[config.mk]
export PLATFORM = sky130hd
export DESIGN_NAME = uart_tx
export DESIGN_NICKNAME = d
export VERILOG_FILES = /design/src/rtl/uart_pkg.sv /design/src/rtl/uart_bit_timer.sv /design/src/rtl/uart_tx.sv
export SDC_FILE = /design/constraint.sdc
export NUM_CORES = 1
export LEC_CHECK = 0
export BUFFER_PORTS_ARGS = -buffer_cell sky130_fd_sc_hd__buf_2
export CAP_MARGIN = 0
export CORE_MARGIN = 4
export CORE_UTILIZATION = 50
export DETAILED_ROUTE_END_ITERATION = 16
export PLACE_DENSITY_LB_ADDON = 0.05
export SLEW_MARGIN = 20
export SYNTH_ARGS = -nofsm -noshare
export SYNTH_HDL_FRONTEND = slang
export SYNTH_SLANG_ARGS = --single-unit
export TNS_END_PERCENT = 100
[constraint.sdc]
create_clock -name clk -period 1.74 [get_ports clk]
set_input_delay 0.174 -clock clk [delete_from_list [all_inputs] [get_ports clk]]
set_output_delay 0.174 -clock clk [all_outputs]
set_load 0.1 [all_outputs]
[src/rtl/uart_pkg.sv]
// uart_pkg: state encoding and shared constants for the UART transmitter and receiver
package uart_pkg;
   typedef enum logic [2:0] {
      IDLE      = 3'd0,
      START_BIT = 3'd1,
      SEND_DATA = 3'd2,
      STOP_BIT  = 3'd3
   } state_t;
   localparam int DATA_BITS            = 8;
   localparam int DEFAULT_CLKS_PER_BIT = 16;
endpackage

[src/rtl/uart_bit_timer.sv]
// uart_bit_timer: per-bit cycle counter; bit_end marks the last cycle of the current bit
module uart_bit_timer #(
   parameter int W = 4
) (
   input  logic         clk,
   input  logic         reset,
   input  logic         clear,
   input  logic [W-1:0] load_len,
   output logic         bit_end
);
   logic [W-1:0] r_cnt;
   // load_len is the terminal count (bit length minus one), so the counter never exceeds it
   assign bit_end = !clear && (r_cnt == load_len);
   // Count up within a bit, wrap to zero at each bit boundary, hold at zero while cleared
   always_ff @(posedge clk or negedge reset)
      if (!reset) r_cnt <= '0;
      else if (clear || bit_end) r_cnt <= '0;
      else r_cnt <= r_cnt + 1'b1;
endmodule

[src/rtl/uart_tx.sv]
// uart_tx: serial transmitter sending start bit, 8 data bits LSB first and configurable stop bits
module uart_tx
   import uart_pkg::*;
#(
   parameter int CLKS_PER_BIT = DEFAULT_CLKS_PER_BIT,
   parameter int STOP_BITS    = 1
) (
   input  logic                 clk,
   input  logic                 reset,
   input  logic                 start,
   input  logic [DATA_BITS-1:0] data,
   output logic                 Bit_out,
   output logic                 bussy,
   output logic                 done
);
   localparam int CW = $clog2(CLKS_PER_BIT * STOP_BITS);
   localparam logic [CW-1:0] BIT_LAST  = CW'(CLKS_PER_BIT - 1);
   localparam logic [CW-1:0] STOP_LAST = CW'(CLKS_PER_BIT * STOP_BITS - 1);
   state_t               r_state, w_state_n;
   logic [DATA_BITS-1:0] r_shift, w_shift_n;
   logic [2:0]           r_bit_cnt, w_bit_cnt_n;
   logic                 r_bit_out, w_bit_out_n;
   logic                 r_bussy, w_bussy_n;
   logic                 r_done, w_done_n;
   logic                 w_clear, w_bit_end;
   logic [CW-1:0]        w_len;
   // The timer idles at zero so every frame starts its first bit on a fresh count
   assign w_clear = (r_state == IDLE);
   assign w_len   = (r_state == STOP_BIT) ? STOP_LAST : BIT_LAST;
   uart_bit_timer #(.W(CW)) u_timer (
      .clk     (clk),
      .reset   (reset),
      .clear   (w_clear),
      .load_len(w_len),
      .bit_end (w_bit_end)
   );
   // State, data and registered outputs; line idles high out of reset
   always_ff @(posedge clk or negedge reset)
      if (!reset) begin
         r_state   <= IDLE;
         r_shift   <= '0;
         r_bit_cnt <= '0;
         r_bit_out <= 1'b1;
         r_bussy   <= 1'b0;
         r_done    <= 1'b0;
      end else begin
         r_state   <= w_state_n;
         r_shift   <= w_shift_n;
         r_bit_cnt <= w_bit_cnt_n;
         r_bit_out <= w_bit_out_n;
         r_bussy   <= w_bussy_n;
         r_done    <= w_done_n;
      end
   // Next state and next output values; the line value is computed one cycle ahead so outputs stay registered
   always_comb begin
      w_state_n   = r_state;
      w_shift_n   = r_shift;
      w_bit_cnt_n = r_bit_cnt;
      w_bit_out_n = r_bit_out;
      w_bussy_n   = r_bussy;
      w_done_n    = 1'b0;
      case (r_state)
         IDLE: if (start) begin
            w_state_n   = START_BIT;
            w_shift_n   = data;
            w_bit_cnt_n = '0;
            w_bit_out_n = 1'b0;
            w_bussy_n   = 1'b1;
         end
         START_BIT: if (w_bit_end) begin
            w_state_n   = SEND_DATA;
            w_bit_out_n = r_shift[0];
         end
         SEND_DATA: if (w_bit_end) begin
            if (r_bit_cnt == 3'(DATA_BITS - 1)) begin
               w_state_n   = STOP_BIT;
               w_bit_out_n = 1'b1;
            end else begin
               w_shift_n   = r_shift >> 1;
               w_bit_out_n = r_shift[1];
               w_bit_cnt_n = r_bit_cnt + 1'b1;
            end
         end
         STOP_BIT: if (w_bit_end) begin
            w_state_n = IDLE;
            w_bussy_n = 1'b0;
            w_done_n  = 1'b1;
         end
         default: begin
            w_state_n   = IDLE;
            w_bit_out_n = 1'b1;
            w_bussy_n   = 1'b0;
         end
      endcase
   end
   assign Bit_out = r_bit_out;
   assign bussy   = r_bussy;
   assign done    = r_done;
endmodule
Yosys cells after proc, flatten, opt, wreduce, memory -nomap -nowiden
Cells that the tools add are included.

storage, ports and cells
  output and inout bits = 3
  register bits after elaboration = 21

cells by class
  bitwise gates (word level) = 2
  $add $sub $neg = 2
  reductions and logical operators = 10
  eq/ne operators = 11
  muxes and demuxes = 25

operators with widths
  kind                 count
  $mux 3               8
  $mux 8               3
  $pmux 8 s2           1
  $pmux 3 s4           1
  $mux 1               8
  $reduce_and 4->1     2
  $eq 3x2->1 const B   2
  $ne 2x1->1 const B   3
  $ne 2x2->1 const B   3
  $pmux 3 s2           1
  $reduce_and 5->1     1
  $add 4x1->4 const B  1
  $eq 4x4->1 const B   1
  $mux 4               1
  $pmux 1 s4           1
  $add 3x1->3 const B  1
  $eq 3x1->1 const B   1
  $eq 3x3->1 const B   1
  $logic_not 3->1      1
  $pmux 1 s3           1
  $reduce_and 3->1     1
  $not 1->1            2
  $reduce_bool 2->1    1
  $reduce_or 2->1      1
  other kinds (3)      3

Longest topological paths before layout
  depth in word-level cells = 5
  gate-level depth with buffers = 8
  mapped depth without buffers = 6

By module
A second synthesis with hierarchy kept.

second synthesis, totals
  cell total of the unflattened synthesis = 101
  area total of the unflattened synthesis = 1081.0 um2

modules (own cells, without submodules)
  module          seq. area each (um2)  instances  cells each  area an instance (um2)
  uart_tx         401.6                 1          83          858.3
  uart_bit_timer  100.1                 1          18          222.7

Worst setup path after synthesis
No wires, ideal clock.

  kind = register to register
  start = reg r_bit_cnt[0]
  end = reg r_shift[0]
  arrival = 1698 ps
  cell stages (with the launch flop) = 8
  setup slack = -81 ps
  required time = 1617 ps
  path through = dfrtp_1 -> ha_1 -> ha_1 -> nand2b_1 -> or3_1 -> buf_2 -> buf_6 -> o221a_1

on the way
  longest elaborated chain between the ends = 3

RTL lines
  what                        line           RTL
  start, declared             uart_tx.sv:21  logic [2:0] r_bit_cnt, w_bit_cnt_n;
  start signal, assigned      uart_tx.sv:49  r_bit_cnt <= w_bit_cnt_n;
  $eq 3x3->1                  uart_tx.sv:75  if (r_bit_cnt == 3'(DATA_BITS - 1)) begin
  $ne 2x2->1 (no line)        n/a
  $reduce_and 4->1 (no line)  n/a
  end signal, assigned        uart_tx.sv:48  r_shift <= w_shift_n;
  end, declared               uart_tx.sv:20  logic [DATA_BITS-1:0] r_shift, w_shift_n;

Every way passes these cells.
A chain may end at the register's enable or synchronous reset.

Worst setup path after layout
  start = reg r_bit_cnt[1]
  end = reg r_shift[0]

The elaborated chain is that of the path after synthesis.

==> flow_summary.ini <==
[critical_path]
worstReg2RegStart = r_bit_cnt[1]
crit_path_max_fanout = 8
path_class = flop to flop
cp.required_ns = 1.94
cp-start-kind = flop
rr_worst_depth = 6
rrSetupSlack_ns = 0.003
r2r-end = r_shift[0]
critPathCaptureType = flop
arrival_ns = 1.94

[power_and_ir_drop]
internal_power_mw = 0.610
p_seq_share_pct = 60.2
share_comb_of_total_power_pct = 5.0
clockPowerShare_pct = 34.8
power.leakage_nw = 0.655
irDropWorstVdd_mv = 0.484
p_switching_mw = 0.166
power.density_nw_per_um2 = 546
swShare_pct = 21.4

[timing]
finClkSkew_ns = 0.00883
period_share_pct = 99.8
fin_crit_ns = 1.74
timing.setup.tns_ns = 0
hold_violations = 0
whs_ns = 0.103
fmax_mhz = 576
setup_viol = 0
rsz0062_at_grt = yes
max_slew.worst_pin.slew_ns = 0.486
slew_headroom_pct = 67.9
drv_slew = 0

[finish]
drive_gt1_share_pct = 35.0
fillers = 156
final_util_pct = 70.2
multiInputGateArea_um2 = 584
fin_nets = 163
regArea_um2 = 502
diodes = 0
syn2layout_area_growth_pct = 29.5
instances_no_fill = 170

[global_routing]
antenna_found_initial = 0
grt_usage_pct = 20.0
grt_pass1_vias = 914
grt_max_degree = 21
grt.overflow.total = 0
grt_pass1_wl_um = 4260

[cts]
clkLatencyLatePin_ns = 0.30
cts_tree = done
cts-root-buf = clkbuf_4
cts.sinks = 20
htree_levels = 1
cts_buffers = 3
clockBufferDepth = 2
clk_transition_reported_paths_ns = 0.12

[die]
dieArea_um2 = 3010
die_w_um = 54.8
ios = 14
rows = 16
core_area_um2 = 2020
die_y_um = 54.8
start_util_pct = 54.2

[synth]
synth-simple-area-share_pct = 13.5
synth_edf_count = 0
synth.most_common_cell = dfrtp_1
synth-adder-area-share_pct = 9.13
synth_top_family_by_area = compound AO/OA/AOI/OAI gates
seq_area_frac_synth_pct = 45.8
syn_nets = 130
synthCells = 111
yosysTopAreaCell = dfrtp_1
netlist.area_leader.share_pct = 43.4
synthArstFlopShare_pct = 100
muxShareOfSynthArea_pct = 2.05
synth_cell_types = 30
synth_warnings = 0
synth_ff_type = dfrtp_1
ys_ff_latch = 20
ys_top_cells_by_area = dfrtp_1 (43%), ha_1 (9.1%), o221a_1 (7.2%), o21ai_0 (5.5%), nor3_1 (4.1%)
synth_compound_area_share_pct = 22.3
syn-cell-area_um2 = 1100
synthTopCellsByCount = dfrtp_1 (19), o21ai_0 (12), nor2_1 (11)
synth-xor-area-share_pct = 1.60
avgSynthCellArea_um2 = 9.87

[route]
dr.pass1.iters = 4
vias = 941
wl_um = 2490
drc = 0
routedWlPerCell_um = 14.7
ant_nets = 0
drt_iter0_drc = 19
routed_via_density = 5.54

[placement]
portBuffers = 13
place.gp.congestion = 0.779
post-dp-hpwl_um = 1810
post-place-cells = 161

[job]
drv_cap = 0

[min_path]
min_path_cells = 3
hold_end = r_shift[7]
hp-start = data[7]
hp-class = primary input to flop

[outcome]
status = finished clean
## cells in the final DEF (no fill, tap or decap), types with 2 or more instances in the layout
cell / n
a21oi_1: 3
inv_2: 2
clkbuf_4: 3
ha_4: 2
nand3_1: 4
ha_2: 2
mux2_1: 2
ha_1: 4
and3_1: 3
buf_6: 2
dfrtp_1: 19
o221a_1: 7
buf_2: 13
inv_1: 6
nor3_1: 9
buf_4: 18
o21ai_0: 12
nor2_1: 10
o21ai_1: 3
a31oi_1: 2
## how the worst max path moves through the flow
stage | from | to | slack, ns | cells past startpoint
3_5_place_dp | r_bit_cnt[1] | r_shift[0] | -0.06 | 6
4_1_cts | r_bit_cnt[0] | r_shift[0] | 0.004 | 6
2_1_floorplan | r_bit_cnt[0] | r_shift[0] | -0.05 | 7
3_3_place_gp | r_bit_cnt[1] | r_shift[0] | -0.02 | 6
5_1_grt | r_bit_cnt[1] | r_shift[0] | -0.05 | 6
6_report | r_bit_cnt[1] | r_shift[0] | 0.003 | 6
## power by group through the flow
stage          combinational (mW)  clock, mW  sequential (mW)
6_report                   0.0385      0.270            0.467
3_5_place_dp               0.0374          0            0.476
5_1_grt                    0.0440      0.306            0.467
2_1_floorplan              0.0143          0            0.476
3_3_place_gp               0.0363          0            0.476
4_1_cts                    0.0391      0.277            0.467
## kinds of logic (layout without fill, tap and decap cells)
logic type | Yosys count | count (layout)
AO/OA/AOI/OAI | 34 | 34
AND/OR/NAND/NOR | 31 | 31
flip-flops | 20 | 20
buffers and inverters | 14 | 46
adder cells (fa/ha/maj) | 8 | 8
XOR/XNOR | 2 | 2
multiplexers | 2 | 2
## stage by stage
step	cell area [µm²]	power [mW]	setup slack, ns
floorplan	1130	0.490	-0.0543
global placement	1310	0.512	-0.0193
detailed placement	1310	0.513	-0.0588
CTS	1370	0.783	0.00389
global route	1420	0.818	-0.0510
finish	1420	0.775	0.00330
## area by class of cell
type                            instances  area share, %
Clock buffer                            4           2.56
Tap cell                               27           2.38
Inverter                                8           2.12
Sequential cell                        20           35.4
Timing Repair Buffer                   34           16.4
Multi-Input combinational cell         77           41.2
## worst max-delay path: stages, from the launching register on
cell and delay [ns]:
dfrtp_1 0.40, ha_2 0.20, ha_4 0.15, nand2b_4 0.13, or3_4 0.35, buf_6 0.15, o221a_1 0.25
## per-layer routing
layer,GRT usage (%),routed length (µm)
met5,0,0
met4,2.49,12
met3,4.90,88
met2,33.3,1260
met1,26.7,1130
## state kept, by name (all words and copies together), names as in the netlist
register / flops
r_state: 2
r_shift: 8
bussy: 1
r_bit_cnt: 3
u_timer.r_cnt: 4
Bit_out: 1
done: 1
## repair_timing
action,in CTS,in global routing
hold buffers,1,0
cloned,0,0
pin swaps,1,2
setup endpoints to repair,8,14
gates resized for setup,3,4
hold endpoints to repair,19,0
setup buffers,0,4
Power figures use the tool's default switching activity.
